**src/rtl/psum_accumulator_if.sv**
```systemverilog
// Handshake and data bundle between an upstream multiplier switch, the
// partial-sum accumulator and its downstream consumer.
interface psum_accumulator_if #(
   parameter int IN_W  = 24,
   parameter int ACC_W = 32,
   parameter int LEN_W = 8
);
   logic             i_cfg_valid;
   logic [LEN_W-1:0] i_cfg_len;
   logic             i_valid;
   logic [IN_W-1:0]  i_data;
   logic             i_ready;
   logic             o_valid;
   logic [ACC_W-1:0] o_data;
   logic             o_busy;
   logic             o_err;

   // Accumulator side.
   modport slave (
      input  i_cfg_valid, i_cfg_len, i_valid, i_data, i_ready,
      output o_valid, o_data, o_busy, o_err
   );

   // Driver side (upstream producer plus downstream consumer).
   modport master (
      output i_cfg_valid, i_cfg_len, i_valid, i_data, i_ready,
      input  o_valid, o_data, o_busy, o_err
   );
endinterface

```
**src/rtl/psum_accumulator.sv**
```systemverilog
// Partial-sum accumulator: sums fixed-length groups of unsigned products
// and hands each group total to a single-entry result register.
//
//   state | meaning
//   ------+-------------------------------------------------------------
//   IDLE  | no group length loaded; products are ignored
//   RUN   | length loaded; products accumulate, groups complete on count
module psum_accumulator #(
   parameter int IN_W  = 24,
   parameter int ACC_W = 32,
   parameter int LEN_W = 8
) (
   input  logic               clk,
   input  logic               rst,
   psum_accumulator_if.slave  bus
);

   typedef enum logic {IDLE, RUN} state_t;

   state_t           state_q, state_d;
   logic [LEN_W:0]   len_q;
   logic [LEN_W:0]   count_q;
   logic [LEN_W:0]   count_inc;
   logic [LEN_W:0]   cfg_len_eff;
   logic [ACC_W-1:0] acc_q;
   logic [ACC_W-1:0] sum;
   logic [ACC_W-1:0] o_data_q;
   logic             o_valid_q;
   logic             o_err_q;
   logic             cfg_accept;
   logic             cfg_reject;
   logic             prod_accept;
   logic             group_done;
   logic             xfer;
   logic             drop;

   // State register.
   always_ff @(posedge clk) begin
      if (rst) state_q <= IDLE;
      else     state_q <= state_d;
   end

   // Next state and per-cycle accept decisions; config beats a product at count 0.
   always_comb begin
      state_d     = state_q;
      cfg_accept  = 1'b0;
      cfg_reject  = 1'b0;
      prod_accept = 1'b0;
      case (state_q)
         IDLE: begin
            if (bus.i_cfg_valid) begin
               cfg_accept = 1'b1;
               state_d    = RUN;
            end
         end
         RUN: begin
            if (bus.i_cfg_valid) begin
               if (count_q == '0) cfg_accept = 1'b1;
               else               cfg_reject = 1'b1;
            end
            prod_accept = bus.i_valid && !cfg_accept;
         end
         default: state_d = IDLE;
      endcase
   end

   // Datapath decode: group completion, downstream transfer and overflow drop.
   always_comb begin
      count_inc   = count_q + (LEN_W+1)'(1);
      sum         = acc_q + ACC_W'(bus.i_data);
      group_done  = prod_accept && (count_inc == len_q);
      xfer        = o_valid_q && bus.i_ready;
      drop        = group_done && o_valid_q && !bus.i_ready;
      cfg_len_eff = (bus.i_cfg_len == '0) ? {1'b1, {LEN_W{1'b0}}}
                                          : {1'b0, bus.i_cfg_len};
   end

   // Length, count and running sum; a completing product restarts the group at once.
   always_ff @(posedge clk) begin
      if (rst) begin
         len_q   <= '0;
         count_q <= '0;
         acc_q   <= '0;
      end else if (cfg_accept) begin
         len_q   <= cfg_len_eff;
         count_q <= '0;
         acc_q   <= '0;
      end else if (prod_accept) begin
         if (group_done) begin
            count_q <= '0;
            acc_q   <= '0;
         end else begin
            count_q <= count_inc;
            acc_q   <= sum;
         end
      end
   end

   // Single-entry result register; a new sum may replace a result leaving this edge.
   always_ff @(posedge clk) begin
      if (rst) begin
         o_valid_q <= 1'b0;
         o_data_q  <= '0;
      end else if (group_done && (!o_valid_q || xfer)) begin
         o_valid_q <= 1'b1;
         o_data_q  <= sum;
      end else if (xfer) begin
         o_valid_q <= 1'b0;
      end
   end

   // Sticky error: dropped group result or config arriving mid-group.
   always_ff @(posedge clk) begin
      if (rst)                      o_err_q <= 1'b0;
      else if (drop || cfg_reject)  o_err_q <= 1'b1;
   end

   assign bus.o_valid = o_valid_q;
   assign bus.o_data  = o_data_q;
   assign bus.o_busy  = (count_q != '0);
   assign bus.o_err   = o_err_q;

endmodule

```
**src/flat_wrapper.sv**
```systemverilog
// flat-port wrapper written by rule: the top's interface ports become plain ports
module psum_accumulator_flat 
#(
   parameter int IN_W  = 24,
   parameter int ACC_W = 32,
   parameter int LEN_W = 8
)
  (clk, rst, bus_i_cfg_valid, bus_i_cfg_len, bus_i_valid, bus_i_data, bus_i_ready, bus_o_valid, bus_o_data, bus_o_busy, bus_o_err);
  psum_accumulator_if #(.IN_W(IN_W), .ACC_W(ACC_W), .LEN_W(LEN_W)) bus_i ();
  input  logic clk;
  input  logic rst;
  input wire logic [$bits(bus_i.i_cfg_valid)-1:0] bus_i_cfg_valid;
  input wire logic [$bits(bus_i.i_cfg_len)-1:0] bus_i_cfg_len;
  input wire logic [$bits(bus_i.i_valid)-1:0] bus_i_valid;
  input wire logic [$bits(bus_i.i_data)-1:0] bus_i_data;
  input wire logic [$bits(bus_i.i_ready)-1:0] bus_i_ready;
  output wire logic [$bits(bus_i.o_valid)-1:0] bus_o_valid;
  output wire logic [$bits(bus_i.o_data)-1:0] bus_o_data;
  output wire logic [$bits(bus_i.o_busy)-1:0] bus_o_busy;
  output wire logic [$bits(bus_i.o_err)-1:0] bus_o_err;
  assign bus_i.i_cfg_valid = bus_i_cfg_valid;
  assign bus_i.i_cfg_len = bus_i_cfg_len;
  assign bus_i.i_valid = bus_i_valid;
  assign bus_i.i_data = bus_i_data;
  assign bus_i.i_ready = bus_i_ready;
  assign bus_o_valid = bus_i.o_valid;
  assign bus_o_data = bus_i.o_data;
  assign bus_o_busy = bus_i.o_busy;
  assign bus_o_err = bus_i.o_err;
  psum_accumulator #(.IN_W(IN_W), .ACC_W(ACC_W), .LEN_W(LEN_W)) u_core (.clk(clk), .rst(rst), .bus(bus_i));
endmodule
```
**config.mk**
```make
export PLATFORM = sky130hd
export DESIGN_NAME = psum_accumulator_flat
export DESIGN_NICKNAME = d
export VERILOG_FILES = /design/src/rtl/psum_accumulator_if.sv /design/src/rtl/psum_accumulator.sv /design/src/flat_wrapper.sv
export SDC_FILE = /design/constraint.sdc
export NUM_CORES = 1
export LEC_CHECK = 0
export BUFFER_PORTS_ARGS = -buffer_cell sky130_fd_sc_hd__buf_2
export CAP_MARGIN = 40
export CELL_PAD_IN_SITES_DETAIL_PLACEMENT = 0
export CELL_PAD_IN_SITES_GLOBAL_PLACEMENT = 1
export CORE_UTILIZATION = 36
export DETAILED_ROUTE_END_ITERATION = 16
export HOLD_SLACK_MARGIN = 0.08
export PLACE_DENSITY = 0.76
export SETUP_SLACK_MARGIN = 0.02
export SLEW_MARGIN = 20
export SYNTH_ARGS = -nofsm -noshare
export SYNTH_HDL_FRONTEND = slang
export SYNTH_SLANG_ARGS = --single-unit
```
**constraint.sdc**
```tcl
create_clock -name clk -period 7.1 [get_ports clk]
set_input_delay 1.42 -clock clk [delete_from_list [all_inputs] [get_ports clk]]
set_output_delay 1.42 -clock clk [all_outputs]
set_load 0.005 [all_outputs]
```
# Word-level counts from Yosys, hierarchy flattened
# Index checks and enable logic that the tools add are counted.
[word_totals]
inputBits = 37
out_inout_bits = 35
register_bits = 85
[op_classes]
n_bitwise = 1
n_eq_ne = 1
reduce_logical = 16
addsub = 2
muxes = 15
[op_table]
columns = ["cell", "n"]
rows = [
  ["32-bit by 24-bit adder with 32-bit output", 1],
  ["32-bit 2-to-1 mux", 1],
  ["9-bit 2-to-1 mux", 2],
  ["1-bit 2-to-1 mux", 11],
  ["9-bit by 1-bit adder with 9-bit output (second input constant)", 1],
  ["9-bit equality test", 1],
  ["9-bit zero test", 1],
  ["9-bit nonzero test", 1],
  ["8-bit zero test", 1],
  ["1-bit logical AND", 6],
  ["1-bit zero test", 3],
  ["1-bit logical OR", 2],
  ["1-bit case mux with 2 select lines", 1],
  ["2-bit nonzero test", 1],
  ["2-bit OR reduction", 1],
  ["1-bit inverter", 1],
]

# Logic depth before layout (Yosys ltp)
[logic_depth]
word_depth = 11
ltp_mapped = 11
ltp_nobuf = 9

# Worst setup path after synthesis
# OpenSTA, ideal clock, no wires.
[synth_path]
path_kind = "input to register"
from = "input bus_i_data[0]"
to = "register u_core.o_data_q[20] (netlist: u_core.bus.o_data[20])"
required_ns = 7.026
t_arrival_ns = 3.652
slack_ns = 3.374
path_buffers = 0
stages = 8
cell_sequence = "ha_1 > fa_1 > a211oi_1 > o211ai_1 > a2111oi_0 > nor3_1 > a211o_1 > o21ai_0"
[synth_via]
elab_chain_len = 1
[synth_rtl]
columns = ["element", "line", "source"]
rows = [
  ["start, declared", "flat_wrapper.sv:15", "input wire logic [$bits(bus_i.i_data)-1:0] bus_i_data;"],
  ["32-bit by 24-bit adder with 32-bit output", "psum_accumulator.sv:70", "sum = acc_q + ACC_W'(bus.i_data);"],
  ["end signal, assigned", "psum_accumulator.sv:106", "o_data_q <= sum;"],
  ["end, declared", "psum_accumulator.sv:27", "logic [ACC_W-1:0] o_data_q;"],
]
# No other way between the ends.
# A chain may end at the register's enable or synchronous reset.

# Worst setup path after layout
[layout_path]
from = "input bus_i_data[0]"
to = "register u_core.acc_q[26]"
[layout_via]
elab_chain_len = 2
[layout_rtl]
columns = ["element", "line", "source"]
rows = [
  ["32-bit by 24-bit adder with 32-bit output", "psum_accumulator.sv:70", ""],
  ["32-bit 2-to-1 mux", "psum_accumulator.sv:89", "if (group_done) begin"],
  ["end signal, assigned", "psum_accumulator.sv:94", "acc_q <= sum;"],
  ["end, declared", "psum_accumulator.sv:25", "logic [ACC_W-1:0] acc_q;"],
]
# No other way between the ends.

==> summary.txt <==
==========================================================================================
Result of the run                                                             complete, no violations
GP Congestion                                                                        0.913
I/O pins                                                                                72
Sequential Power Share                                                               46.2%
Antenna violations before repair                                                         0
Total length of routed wires                                                      13400 um
Clk network pwr share                                                                43.9%
Syn. warnings                                                                            0
CTS Buf Count                                                                            9
Internal power of the cells                                                       0.790 mW
WP buf/inv                                                                               1
Unrepaired setup endpoints after global routing                                         no
Largest net degree at the start of global routing                                       48
Area of the placeable core                                                      13400 um^2
Top library cells by usage in the layout, fill and taps aside                 sky130_fd_sc_hd__nand2_1, sky130_fd_sc_hd__dfxtp_1, sky130_fd_sc_hd__a21oi_1, sky130_fd_sc_hd__buf_2, sky130_fd_sc_hd__nor2_1
Number of max-capacitance violations reported                                            0
Worst ir drop on vdd                                                                169 uV
Most common library cell in the layout ignoring fill and taps                 sky130_fd_sc_hd__nand2_1
Cells traversed along the worst timing path                                   buf_2, ha_1, fa_1, a211oi_1, o211ai_1, a211oi_1, nor3_1, or2_2, a41oi_1, a31oi_1
Net count of the finished layout                                                       746
Mapped Nets                                                                            686
Number of nets still failing antenna checks after routing                                0
Hold Crit Class                                                               flip-flop to flip-flop
Starting utilization of the core area                                                37.2%
Most prevalent standard cell on the critical path                             sky130_fd_sc_hd__a211oi_1
Pwr/cell area                                                                  183 nW/um^2
First-pass iteration count of the detailed router                                        4
Crit path capture type                                                           flip-flop
Number of clock sinks seen by CTS                                                       85
Number of flops mapped to enable cells by yosys                                          0
Syn avg cell area                                                                8.02 um^2
Main synth FF type                                                            sky130_fd_sc_hd__dfxtp_1
Share of post-route cells with drive strength above 1                                16.6%
Routed via count divided by cell count                                                5.47
Drt initial violations                                                                 302
Antenna Diode Count                                                                      0
Number of buffers added on ports                                                        71
Number of buffers added to fix hold violations after cts                                 0
Transition time of the tightest slew-check pin                                    0.794 ns
Grt ovf                                                                                  0
Portion of the clock cycle consumed by the worst path in the final layout            55.7%
Worst EP required                                                                  7.33 ns
FP Rows                                                                                 42
CP Class                                                                      input port to flip-flop
Worst slack, placed                                                                2.78 ns
Power share of the combinational group                                                9.8%
Post-detailed-route DRC marker count                                                     0
Largest buffer count on any clock path                                                   2
Fmax                                                                               253 MHz
Max-slew violation total from the final report                                           0
Flops & latches, synth                                                                  85
Total track usage                                                                    19.5%
CTS tree                                                                              done
Asr flop ratio synth                                                                    0%
Max-slew headroom                                                                    46.9%
Setup violation total in the final timing report                                         0
Total Die Area                                                                  14300 um^2
Clock edge transition at the registers on the reported setup and hold paths        0.06 ns
Cells after Synth                                                                      622
Cell class contributing the biggest share of worst-path delay                 compound AO/OA/AOI/OAI gates
Final hold violation count                                                               0
Sum Neg Setup Slack                                                                   0 ns
Total leakage power                                                                2.27 nW
Startpoint class of the critical path                                           input port
Total via count in the routed design                                                  4713
Clock insertion delay at the later pin of the skew report                          0.35 ns
CTS-repair resized insts                                                                 0
Net load switching power                                                          0.262 mW
Number of levels in the clock H-tree                                                     3
Peak fanout along the critical path                                                      5
Net Sw Frac                                                                          24.9%
Sequential area share after synthesis                                                34.1%
Total power                                                                        1.05 mW
HPWL after detailed placement                                                      9870 um
Setup Skew                                                                      0.00873 ns
First-pass GRT wire length                                                        22200 um
Floorplan die height                                                                120 um
Via count of the first global-routing pass                                            4572
Area overhead of the layout relative to synthesis                                    15.6%
Arrival time of the worst setup path                                               4.18 ns
Post-layout min period                                                             3.95 ns
Post-CTS setup buffer count                                                              0
Root Driver                                                                   sky130_fd_sc_hd__clkbuf_16
Avg WL per Cell                                                                    15.6 um
Cell with the largest stage delay on the worst path                           sky130_fd_sc_hd__a211oi_1
Post-Syn Area                                                                    4990 um^2
Final critical-path setup slack                                                    3.15 ns
Highest cell delay on the worst timing path                                        0.56 ns
Horiz. Die Dim                                                                      120 um
Distinct cell type count after synthesis                                                61
==========================================================================================
## synth_stat cells (8+ instances only)
| master | number | share of area, % |
|---|---|---|
| sky130_fd_sc_hd__a21oi_1 | 84 | 8.4 |
| sky130_fd_sc_hd__ha_1 | 26 | 6.5 |
| sky130_fd_sc_hd__mux2i_1 | 9 | 1.8 |
| sky130_fd_sc_hd__xnor2_1 | 19 | 3.3 |
| sky130_fd_sc_hd__nor3_1 | 8 | 0.80 |
| sky130_fd_sc_hd__nor2_1 | 33 | 2.5 |
| sky130_fd_sc_hd__o21ai_0 | 26 | 2.6 |
| sky130_fd_sc_hd__clkbuf_1 | 20 | 1.5 |
| sky130_fd_sc_hd__nand3_1 | 32 | 3.2 |
| sky130_fd_sc_hd__o211ai_1 | 8 | 1.2 |
| sky130_fd_sc_hd__nand3b_1 | 8 | 1.2 |
| sky130_fd_sc_hd__inv_1 | 15 | 1.1 |
| sky130_fd_sc_hd__dfxtp_1 | 85 | 34 |
| sky130_fd_sc_hd__o22ai_1 | 9 | 1.1 |
| sky130_fd_sc_hd__nand2_1 | 95 | 7.1 |
| sky130_fd_sc_hd__a211oi_1 | 9 | 1.4 |
| sky130_fd_sc_hd__xor2_1 | 19 | 3.3 |
## layout make-up
class | count | area [um^2]
inverter | 15 | 56.3
sequential | 85 | 1700
multi-input combinational | 491 | 3070
clock buffer | 10 | 229
fill | 1374 | 7630
tap | 176 | 220
timing repair buffer | 80 | 434
clock inverter | 5 | 52.6
## registers in the layout (all words and copies together), names as in the netlist
| name | cells |
|---|---|
| u_core.state_q | 1 |
| u_core.bus.o_data | 32 |
| u_core.acc_q | 32 |
| u_core.len_q | 9 |
| u_core.count_q | 9 |
| u_core.bus.o_valid | 1 |
| u_core.bus.o_err | 1 |
## cell families after synthesis
group,count (synthesis),share of synthesized area [%]
mux,9,1.81
buf+inv,46,4.39
fa+ha+maj,27,6.92
compound gates,187,23.6
simple gates,230,22.5
xor+xnor,38,6.67
flops,85,34.1
## metal layers
layer	vias to the layer above	wire, um	global-route usage [%]
met3	12	622	4.33
met4	0	166	6.09
met2	104	6440	32.7
met1	2233	6200	24.8
met5	-	0	0
li1	2364	-	-
## path summary, 6_finish.rpt
| kind | from | cells after the start | slack, ns | to |
|---|---|---|---|---|
| min reg2reg | u_core.bus.o_data[4]$_SDFFE_PP0P_ | 2 | 0.45 | u_core.bus.o_data[4]$_SDFFE_PP0P_ |
| min | u_core.bus.o_data[4]$_SDFFE_PP0P_ | 2 | 0.45 | u_core.bus.o_data[4]$_SDFFE_PP0P_ |
| max | bus_i_data[0] | 10 | 3.15 | u_core.acc_q[26]$_SDFFE_PP0P_ |
| max reg2reg | u_core.count_q[0]$_SDFFE_PP0P_ | 11 | 3.63 | u_core.bus.o_data[22]$_SDFFE_PP0P_ |
## power groups by stage
stage,combinational (mW),sequential [mW],clock [mW]
CTS,0.104,0.487,0.478
detailed placement,0.103,0.498,0
global placement,0.101,0.497,0
finish,0.104,0.487,0.462
floorplan,0.0699,0.496,0
global route,0.115,0.487,0.495
## worst min-delay path: stages, from the launching register on
cell and delay (ns):
sky130_fd_sc_hd__dfxtp_1 0.30, sky130_fd_sc_hd__nand2_1 0.05, sky130_fd_sc_hd__a21oi_1 0.05
## metrics by stage
step / instance area, um^2 / util [%] / hold slack, ns / cells
global route: 5770 / 43.0 / 0.473 / 862
finish: 5770 / 43.0 / 0.450 / 862
floorplan: 4990 / - / 0.429 / 622
CTS: 5770 / 43.0 / 0.451 / 862
detailed placement: 5490 / 40.9 / 0.443 / 847
global placement: 5440 / 40.6 / 0.437 / 843
(Power assumes the default switching activity.)
